[src/rtl/jt51_pgx_pkg.sv]
// jt51_pgx_pkg: shared constants and helper functions for the jt51_pgx
// phase generator back end.
package jt51_pgx_pkg;

  // Default clamp applied to the per-slot base phase increment.
  localparam int PGX_LIMIT_DEF = 32'd82976;

  // Width of a slot index for a given slot count (never below 1 bit).
  function automatic int pgx_slot_w(input int slots);
    return (slots > 32'd1) ? $clog2(slots) : 32'd1;
  endfunction

  // Frequency multiplier. A multiplier of 0 means x1/2. The result is
  // deliberately wide; callers truncate it to the accumulator width, which
  // gives the modulo behaviour.
  function automatic logic [35:0] pgx_mul(input logic [31:0] d, input logic [3:0] mul);
    logic [35:0] r;
    if (mul == 4'd0) begin
      r = {5'd0, d[31:1]};
    end else begin
      r = {4'd0, d} * {32'd0, mul};
    end
    return r;
  endfunction

endpackage

[src/rtl/jt51_pgx_acc.sv]
// jt51_pgx_acc: SLOTS x PHW phase accumulator array. The read address is
// registered, so read data for a slot appears one enabled cycle after its
// address is presented. Reset clears every entry.
module jt51_pgx_acc
  import jt51_pgx_pkg::*;
#(
  parameter int SLOTS = 32,
  parameter int PHW   = 20,
  parameter int AW    = pgx_slot_w(SLOTS)
) (
  input  logic           clk,
  input  logic           clr,
  input  logic           cen,
  input  logic [AW-1:0]  raddr,
  output logic [PHW-1:0] rdata,
  input  logic           we,
  input  logic [AW-1:0]  waddr,
  input  logic [PHW-1:0] wdata
);

  logic [PHW-1:0] mem [SLOTS];
  logic [AW-1:0]  raddr_q;

  // Latch the read address on each enabled cycle.
  always_ff @(posedge clk) begin
    if (clr) begin
      raddr_q <= {AW{1'b0}};
    end else if (cen) begin
      raddr_q <= raddr;
    end
  end

  assign rdata = mem[raddr_q];

  // Clear the whole array on reset, otherwise write back the new phase.
  always_ff @(posedge clk) begin
    if (clr) begin
      for (int i = 0; i < SLOTS; i++) begin
        mem[i] <= {PHW{1'b0}};
      end
    end else if (we) begin
      mem[waddr] <= wdata;
    end
  end

endmodule

[src/rtl/jt51_pgx.sv]
// jt51_pgx: time-multiplexed phase generator back end. Four-stage pipeline
// (clamp, detune, multiply, accumulate) followed by an output register, so
// an input sampled on enabled edge n appears on the outputs at edge n+4.
module jt51_pgx
  import jt51_pgx_pkg::*;
#(
  parameter int SLOTS = 32,
  parameter int BASEW = 18,
  parameter int PHW   = 20,
  parameter int OUTW  = 10,
  parameter int DTW   = 5,
  parameter int LIMIT = PGX_LIMIT_DEF
) (
  input  logic                     clk,
  input  logic                     rst,
  input  logic                     cen,
  input  logic                     zero,
  input  logic [BASEW-1:0]         base_I,
  input  logic [DTW-1:0]           dt_off_I,
  input  logic                     dt_neg_I,
  input  logic [3:0]               mul_I,
  input  logic                     pg_rst_I,
  input  logic                     hold_I,
  output logic [$clog2(SLOTS)-1:0] slot_O,
  output logic [OUTW-1:0]          phase_O,
  output logic [PHW-1:0]           step_O,
  output logic                     wrap_O
);

  localparam int SW = pgx_slot_w(SLOTS);
  localparam logic [BASEW-1:0] LIM = BASEW'(LIMIT);

  // Slot numbering
  logic [SW-1:0] scnt;
  logic [SW-1:0] in_slot;

  // Stage I: clamped base
  logic             s1_valid;
  logic [SW-1:0]    s1_slot;
  logic [BASEW-1:0] s1_base;
  logic [DTW-1:0]   s1_dt;
  logic             s1_neg;
  logic [3:0]       s1_mul;
  logic             s1_rst;
  logic             s1_hold;
  logic [BASEW-1:0] b1;

  // Stage II: detuned increment
  logic             s2_valid;
  logic [SW-1:0]    s2_slot;
  logic [BASEW:0]   s2_d;
  logic [3:0]       s2_mul;
  logic             s2_rst;
  logic             s2_hold;
  logic [BASEW:0]   b1_ext;
  logic [BASEW:0]   dt_ext;
  logic [BASEW:0]   d2;

  // Stage III: multiplied step
  logic             s3_valid;
  logic [SW-1:0]    s3_slot;
  logic [PHW-1:0]   s3_step;
  logic             s3_rst;
  logic             s3_hold;
  logic [PHW-1:0]   s3_calc;

  // Stage IV: accumulated phase
  logic             s4_valid;
  logic [SW-1:0]    s4_slot;
  logic [PHW-1:0]   s4_acc;
  logic [PHW-1:0]   s4_step;
  logic             s4_wrap;
  logic [PHW-1:0]   rd_data;
  logic [PHW:0]     sum;
  logic [PHW-1:0]   new_acc;
  logic             new_wrap;
  logic             acc_we;

  // A zero marker forces the current input to slot 0; numbering continues from there.
  assign in_slot = zero ? {SW{1'b0}} : scnt;

  // Slot counter advances once per enabled cycle.
  always_ff @(posedge clk) begin
    if (rst) begin
      scnt <= {SW{1'b0}};
    end else if (cen) begin
      scnt <= in_slot + {{(SW-1){1'b0}}, 1'b1};
    end
  end

  assign b1 = (base_I > LIM) ? LIM : base_I;

  // Stage I register: clamped base plus control travelling with it.
  always_ff @(posedge clk) begin
    if (rst) begin
      s1_valid <= 1'b0;
      s1_slot  <= {SW{1'b0}};
      s1_base  <= {BASEW{1'b0}};
      s1_dt    <= {DTW{1'b0}};
      s1_neg   <= 1'b0;
      s1_mul   <= 4'd0;
      s1_rst   <= 1'b0;
      s1_hold  <= 1'b0;
    end else if (cen) begin
      s1_valid <= 1'b1;
      s1_slot  <= in_slot;
      s1_base  <= b1;
      s1_dt    <= dt_off_I;
      s1_neg   <= dt_neg_I;
      s1_mul   <= mul_I;
      s1_rst   <= pg_rst_I;
      s1_hold  <= hold_I;
    end
  end

  assign b1_ext = {1'b0, s1_base};
  assign dt_ext = (BASEW+1)'(s1_dt);

  // Detune: negative offsets saturate at zero instead of wrapping.
  always_comb begin
    d2 = b1_ext + dt_ext;
    if (!s1_neg) begin
      d2 = b1_ext + dt_ext;
    end else if (b1_ext < dt_ext) begin
      d2 = {(BASEW+1){1'b0}};
    end else begin
      d2 = b1_ext - dt_ext;
    end
  end

  // Stage II register: detuned increment.
  always_ff @(posedge clk) begin
    if (rst) begin
      s2_valid <= 1'b0;
      s2_slot  <= {SW{1'b0}};
      s2_d     <= {(BASEW+1){1'b0}};
      s2_mul   <= 4'd0;
      s2_rst   <= 1'b0;
      s2_hold  <= 1'b0;
    end else if (cen) begin
      s2_valid <= s1_valid;
      s2_slot  <= s1_slot;
      s2_d     <= d2;
      s2_mul   <= s1_mul;
      s2_rst   <= s1_rst;
      s2_hold  <= s1_hold;
    end
  end

  assign s3_calc = PHW'(pgx_mul(32'(s2_d), s2_mul));

  // Stage III register: step to add; the accumulator read is issued alongside.
  always_ff @(posedge clk) begin
    if (rst) begin
      s3_valid <= 1'b0;
      s3_slot  <= {SW{1'b0}};
      s3_step  <= {PHW{1'b0}};
      s3_rst   <= 1'b0;
      s3_hold  <= 1'b0;
    end else if (cen) begin
      s3_valid <= s2_valid;
      s3_slot  <= s2_slot;
      s3_step  <= s3_calc;
      s3_rst   <= s2_rst;
      s3_hold  <= s2_hold;
    end
  end

  assign sum = {1'b0, rd_data} + {1'b0, s3_step};

  // Accumulate with priority: phase reset, then hold, then add.
  always_comb begin
    new_acc  = sum[PHW-1:0];
    new_wrap = 1'b0;
    if (s3_rst) begin
      new_acc  = {PHW{1'b0}};
      new_wrap = 1'b0;
    end else if (s3_hold) begin
      new_acc  = rd_data;
      new_wrap = 1'b0;
    end else begin
      new_acc  = sum[PHW-1:0];
      new_wrap = sum[PHW];
    end
  end

  // Invalid (post-reset) pipeline entries never touch the array.
  assign acc_we = cen & s3_valid;

  jt51_pgx_acc #(
    .SLOTS (SLOTS),
    .PHW   (PHW),
    .AW    (SW)
  ) u_acc (
    .clk   (clk),
    .clr   (rst),
    .cen   (cen),
    .raddr (s2_slot),
    .rdata (rd_data),
    .we    (acc_we),
    .waddr (s3_slot),
    .wdata (new_acc)
  );

  // Stage IV register: new phase, applied step and carry.
  always_ff @(posedge clk) begin
    if (rst) begin
      s4_valid <= 1'b0;
      s4_slot  <= {SW{1'b0}};
      s4_acc   <= {PHW{1'b0}};
      s4_step  <= {PHW{1'b0}};
      s4_wrap  <= 1'b0;
    end else if (cen) begin
      s4_valid <= s3_valid;
      s4_slot  <= s3_slot;
      s4_acc   <= new_acc;
      s4_step  <= s3_step;
      s4_wrap  <= new_wrap;
    end
  end

  // Output register: zeros until valid data reaches the end of the pipeline.
  always_ff @(posedge clk) begin
    if (rst) begin
      slot_O  <= {SW{1'b0}};
      phase_O <= {OUTW{1'b0}};
      step_O  <= {PHW{1'b0}};
      wrap_O  <= 1'b0;
    end else if (cen) begin
      if (s4_valid) begin
        slot_O  <= s4_slot;
        phase_O <= s4_acc[PHW-1 -: OUTW];
        step_O  <= s4_step;
        wrap_O  <= s4_wrap;
      end else begin
        slot_O  <= {SW{1'b0}};
        phase_O <= {OUTW{1'b0}};
        step_O  <= {PHW{1'b0}};
        wrap_O  <= 1'b0;
      end
    end
  end

endmodule
[config.mk]
export PLATFORM = sky130hd
export DESIGN_NAME = jt51_pgx
export DESIGN_NICKNAME = d
export VERILOG_FILES = /design/src/rtl/jt51_pgx_pkg.sv /design/src/rtl/jt51_pgx_acc.sv /design/src/rtl/jt51_pgx.sv
export SDC_FILE = /design/constraint.sdc
export NUM_CORES = 1
export LEC_CHECK = 0
export BUFFER_PORTS_ARGS = -buffer_cell sky130_fd_sc_hd__clkbuf_2
export CORE_MARGIN = 2
export CORE_UTILIZATION = 47
export DETAILED_ROUTE_END_ITERATION = 16
export GPL_ROUTABILITY_DRIVEN = 0
export GPL_TIMING_DRIVEN = 0
export SLEW_MARGIN = 20
export SYNTH_ARGS = -nofsm -noshare
export SYNTH_HDL_FRONTEND = slang
export SYNTH_SLANG_ARGS = --single-unit
[constraint.sdc]
create_clock -name clk -period 13.7 [get_ports clk]
set_clock_uncertainty 0.15 [all_clocks]
set_input_delay 1.37 -clock clk [delete_from_list [all_inputs] [get_ports clk]]
set_output_delay 1.37 -clock clk [all_outputs]
set_load 0.02 [all_outputs]
Yosys cells after proc, flatten, opt, wreduce, memory -nomap -nowiden
Memory sizes are Yosys's and may differ from the RTL's. A register that Yosys moved wholly into a read port is not among the register bits.
Index checks and enable logic that the tools add are counted.
Widths: inputs -> output; s select.

word-level totals
  bits in writable memories = 640
  bits of input ports = 34
  memories = 1
  output and inout bits = 36
  logic and storage cells = 63
  register bits after elaboration = 183

cells by class
  bitwise logic cells = 1
  add/sub/neg operators = 4
  reduce and logical (&&, ||, !) cells = 2
  multiplexer cells = 23
  multiply operators = 1
  $lt $le $gt $ge = 2

memory list
  memory     depth  width  rd ports  clocked after memory_dff  wr ports  line                source
  u_acc.mem  32     20     1         1                         32        jt51_pgx_acc.sv:21  logic [PHW-1:0] mem [SLOTS];

operator list
  operator              count
  $mux 20               5
  $mux 19               2
  $mux 5                5
  $add 20x20->21        1
  $mul 19x4->20         1
  $reduce_or 20->1      1
  $add 18x5->19         1
  $sub 18x5->19         1
  $gt 18x17->1 const B  1
  $lt 18x5->1           1
  $mux 18               1
  $mux 10               1
  $mux 1                9
  $add 5x1->5 const B   1
  $logic_not 4->1       1
  $and 1x1->1           1

Logic depth before layout (Yosys ltp)
  word-level depth = 6
  depth in mapped cells = 18
  depth with buffers taken out = 14

By module
Synthesis repeated with hierarchy kept, for this count alone.

second synthesis, totals
  cells, all modules = 3465
  area total of the unflattened synthesis = 40930.5 µm²

by module, submodules not included
  module        cells an instance  area each (µm²)  instances
  jt51_pgx_acc  2218               30237.8          1
  jt51_pgx      1247               10692.8          1

Worst setup path after synthesis
Ideal clock, no wire load.

  path type = register to register
  from = register with a tool-made name
  to = memory u_acc.mem[11][16], data pin
  setup slack = 9.217 ns
  arrival = 4.067 ns
  stages on the path, launching flop included = 18
  data required time = 13.284 ns
  period minus slack after synthesis = 4.483 ns
  buffers on the path = 4
  cells stage by stage = dfxtp_1 buf_4 buf_2 buf_1 mux4_2 mux4_2 mux2_2 ha_1 inv_1 fa_1 nand2b_1 a21oi_1 o21ai_0 a31oi_1 xor2_1 mux2i_1 clkbuf_1 nor2_1

RTL lines
  what              line
  end: declaration  jt51_pgx_acc.sv:21

==> flow_summary.rst <==
.. list-table::
   :header-rows: 1

   * - Metric
     - Value
   * - Outcome
     - finished clean
   * - PostCTS Resize Cnt
     - 0
   * - Combinational family with the most area after synthesis
     - simple AND/OR/NAND/NOR gates
   * - Post-CTS Hold Fix Bufs
     - 0
   * - Worst-skew pair later-pin latency
     - between 0.6 and 0.7 ns
   * - Asr flop ratio synth
     - 0
   * - Share of the synthesized netlist area taken by xor and xnor gates
     - 0.0139
   * - Worst-case register-to-register setup slack
     - 6.56 ns
   * - Proportion of synthesized area in mux cells
     - 0.126
   * - Static leakage power
     - 15.6 nW
   * - FP Rows
     - 104
   * - Share of synthesized cell area in full adder, half adder and majority cells
     - 0.0354
   * - Chip Height
     - 290 um
   * - Sequential standard cell area
     - 22800 um^2
   * - Final cell utilization of the core
     - 0.534
   * - Setup violators final
     - 0
   * - Classification of the worst-slack hold path
     - register to register
   * - Gr ovfl total
     - 0
   * - Final net count
     - 3378
   * - Peak-usage layer in the global routing report
     - met2
   * - Min Clock Period, post-route
     - 7.14 ns
   * - Pin count of the biggest net entering global routing
     - 21
   * - Setup WS post-layout
     - 6.56 ns
   * - Worst vdd ir
     - 0.112 mV
   * - Critical path peak fanout
     - 10
   * - Met2 capacity usage during global routing
     - 0.446
   * - Hold Vio Cnt, Final
     - 0
   * - Total Neg Setup Slack
     - 0 ns
   * - Buffer type at the clock tree root
     - sky130_fd_sc_hd__clkbuf_16
   * - Remaining routing DRC violations
     - 0
   * - Post-detailed-route wirelength per cell
     - 27.4 um
   * - Clock tree from TritonCTS
     - done
   * - Number of placed instances, taps included
     - roughly 4.2k
   * - Count of maximum capacitance violations
     - 0
   * - Number of fill cells
     - 6890
   * - Number of clock sinks seen by CTS
     - approximately 800
   * - Most common cell after layout, fill and taps aside
     - sky130_fd_sc_hd__nor2_1
   * - Share of total power consumed by net switching
     - 0.247
   * - Number of buffers inserted during clock tree synthesis
     - 87
   * - Most used flip-flop cell after synthesis
     - sky130_fd_sc_hd__edfxtp_1
   * - Initial standard-cell utilization of the core
     - 0.476
   * - Buffer levels on the longest clock path
     - 3
   * - Number of levels the H-tree was split into
     - 3
   * - Internal Pwr Total
     - 4.22 mW
   * - Share of post-route cells with drive strength above 1
     - 0.161
   * - Count of different cell masters after synthesis
     - 68
   * - Pre-CTS worst setup slack
     - about 6.7 ns
   * - Gate Count Post-Synth
     - roughly 3.1k
   * - Post-synth EDFFs
     - 640
   * - Slew Viols, Final
     - 0
   * - Wire length of the first global-routing pass
     - 176 mm
   * - Number of vias per cell after detailed routing
     - 6.07
   * - Slew Limit Headroom
     - 0.183
   * - Simple-Gate Fraction of Synth Area
     - 0.132
   * - Combinational fraction of design power
     - 0.076
   * - Count of port buffers added during placement
     - 68
   * - Core Region
     - between 80000 and 90000 um^2
   * - Slew @ Worst Pin
     - 1.23 ns
   * - Nature of the critical path startpoint
     - register
   * - Post-synthesis register bit count
     - 818
   * - Layout Cells excl Fill
     - 4392
   * - Proportion of power drawn by the clock network
     - 0.423
   * - Mapped cell area
     - 38400 um^2
   * - Timing-limited maximum frequency
     - 140 MHz
   * - Final cell area excluding filler cells
     - 43100 um^2
   * - Routed wire length
     - 120 mm
   * - Hold Startpoint
     - s4_acc[14]
   * - Syn-to-layout area delta
     - 12.1%
   * - Seq/Total Area, Yosys
     - 0.593
   * - Clock slew seen by the registers of the worst setup and hold paths
     - 0.06 ns
   * - Yosys synthesis warning count
     - 0
   * - Net switching power of the design
     - 1.38 mW
   * - Crit path DAT
     - 7.38 ns
   * - Worst setup path class
     - register to register
   * - X dimension of the die
     - 290 um
   * - Commonest cells after routing, fill and taps aside
     - sky130_fd_sc_hd__nor2_1, sky130_fd_sc_hd__edfxtp_1, sky130_fd_sc_hd__dfxtp_1, sky130_fd_sc_hd__mux4_2, sky130_fd_sc_hd__nand2_1
   * - Post-Place Cell Area
     - 40100 um^2
   * - Initial antenna violation count
     - 3
   * - Die Area
     - around 84000 um^2
   * - Diodes inserted
     - 0
   * - Detail Placement HPWL
     - 89.0 mm
   * - Period utilization
     - 0.521
   * - RSZ-0062 raised after global routing
     - no
   * - Antenna viol nets, final
     - 0
   * - Sort of element at the end of the critical path
     - register
   * - Synth Area in Compound Gates
     - 0.0629
   * - Area of the multi-input gates
     - 14300 um^2
   * - Number of primary I/O pins
     - 70
   * - Count of TritonRoute iterations in the first routing pass
     - 8
   * - Synthesized net count
     - 3219
   * - Total via count in the routed design
     - 26.7k
   * - Met3 track utilization from global routing
     - 0.0643
   * - Power share of the sequential group
     - 0.502
   * - Post-synthesis area per instance
     - 12.4 um^2
   * - Setup repair bufs after CTS
     - 0
   * - Detailed Route Iter0 Violations
     - between 3k and 4k
   * - Met1 Use GR
     - 0.399
   * - Global-route total usage across every layer
     - 0.285
   * - Number of global-route vias before repair
     - 26.2k
   * - Critical path data required time
     - 13.94 ns
   * - Cell area power density
     - around 130 nW/um^2
## final cells by class
class                   count  share of cell area
flip-flops and latches    818               0.529
multi-input cells        1960               0.333
clock buffers             111              0.0560
well taps                1060              0.0308
plain buffers             228              0.0243
clock inverters            53              0.0108
repair buffers             70             0.00819
inverters                  92             0.00802
## power groups by stage
stage | combinational [mW] | sequential, mW | clock [mW]
2_1_floorplan | 0.264 | 2.84 | 0
4_1_cts | 0.413 | 2.81 | 2.37
5_1_grt | 0.451 | 2.82 | 2.47
6_report | 0.424 | 2.81 | 2.37
3_5_place_dp | 0.411 | 2.86 | 0
3_3_place_gp | 0.403 | 2.86 | 0
## per-stage QoR
step,power [mW],hold WS (ns)
after global placement,3.26,0.291
after CTS,5.59,0.301
final,5.60,0.298
after detailed placement,3.27,0.293
after floorplan,3.10,0.266
after global routing,5.74,0.347
## cell usage after synthesis (11+ instances only)
| cell | count | area [um^2] |
|---|---|---|
| sky130_fd_sc_hd__buf_2 | 62 | 310 |
| sky130_fd_sc_hd__a22oi_1 | 49 | 368 |
| sky130_fd_sc_hd__nand3_1 | 30 | 150 |
| sky130_fd_sc_hd__mux4_2 | 154 | 3470 |
| sky130_fd_sc_hd__o21ai_0 | 46 | 230 |
| sky130_fd_sc_hd__nand4_1 | 16 | 100 |
| sky130_fd_sc_hd__nand2_1 | 170 | 638 |
| sky130_fd_sc_hd__xor2_1 | 24 | 210 |
| sky130_fd_sc_hd__buf_4 | 20 | 150 |
| sky130_fd_sc_hd__edfxtp_1 | 640 | 19200 |
| sky130_fd_sc_hd__nor2b_1 | 23 | 144 |
| sky130_fd_sc_hd__dfxtp_1 | 178 | 3560 |
| sky130_fd_sc_hd__mux2i_1 | 121 | 1210 |
| sky130_fd_sc_hd__clkbuf_1 | 130 | 488 |
| sky130_fd_sc_hd__a311oi_1 | 15 | 131 |
| sky130_fd_sc_hd__mux2_2 | 13 | 146 |
| sky130_fd_sc_hd__a21o_1 | 13 | 97.6 |
| sky130_fd_sc_hd__a22o_1 | 50 | 438 |
| sky130_fd_sc_hd__nor2_1 | 772 | 2900 |
| sky130_fd_sc_hd__buf_1 | 11 | 41.3 |
| sky130_fd_sc_hd__fa_1 | 36 | 721 |
| sky130_fd_sc_hd__a21oi_1 | 51 | 255 |
| sky130_fd_sc_hd__ha_1 | 51 | 638 |
| sky130_fd_sc_hd__nor3_1 | 27 | 135 |
| sky130_fd_sc_hd__xnor2_1 | 37 | 324 |
| sky130_fd_sc_hd__inv_1 | 90 | 338 |
| sky130_fd_sc_hd__and2_1 | 58 | 363 |
| sky130_fd_sc_hd__nand2b_1 | 19 | 119 |
| sky130_fd_sc_hd__or2_2 | 34 | 213 |
## cells by family after synthesis
kind of cell             after synthesis
flip-flops                           818
buffers and inverters                320
multiplexers                         289
AO/OA/AOI/OAI                        329
AND/OR/NAND/NOR                     1194
adder cells (fa/ha/maj)               87
XOR/XNOR                              61
## routing by layer
| metal | vias to the layer above | wire length [um] |
|---|---|---|
| met5 | - | 12 |
| met4 | 2 | 3430 |
| met1 | 13500 | 49100 |
| met2 | 1446 | 55000 |
| li1 | 11500 | - |
| met3 | 193 | 12900 |
## flip-flops by register name, summed over array words and instances (netlist names), 10 cells and up, named ones only
| name | flops |
|---|---|
| u_acc.mem | 640 |
| s3_step | 20 |
| s4_step | 20 |
| step_O | 20 |
| s2_d | 19 |
| s1_base | 18 |
| phase_O | 10 |
| s4_acc | 10 |
## critical path, cell delays in order (launching register included)
cell,delay (ns)
sky130_fd_sc_hd__dfxtp_1,0.30
sky130_fd_sc_hd__buf_2,0.33
sky130_fd_sc_hd__buf_2,0.57
sky130_fd_sc_hd__buf_2,0.57
sky130_fd_sc_hd__buf_2,0.47
sky130_fd_sc_hd__nor2_1,0.18
sky130_fd_sc_hd__a221oi_1,0.70
sky130_fd_sc_hd__inv_1,0.15
sky130_fd_sc_hd__fa_1,0.44
sky130_fd_sc_hd__nand2b_1,0.24
sky130_fd_sc_hd__a21oi_1,0.41
sky130_fd_sc_hd__o21ai_0,0.33
sky130_fd_sc_hd__a31oi_1,0.32
sky130_fd_sc_hd__xor2_1,0.14
sky130_fd_sc_hd__mux2i_1,0.85
sky130_fd_sc_hd__clkbuf_1,0.54
sky130_fd_sc_hd__nor2_1,0.13
## path summary, 6_finish.rpt
path | to | depth (start not counted)
worst max-delay path | u_acc.mem[18][18] | 16
worst min-delay path | s4_acc[14] | 2
worst max register to register | u_acc.mem[18][18] | 16
worst min register to register | s4_acc[14] | 2
Power figures use the tool's default switching activity.
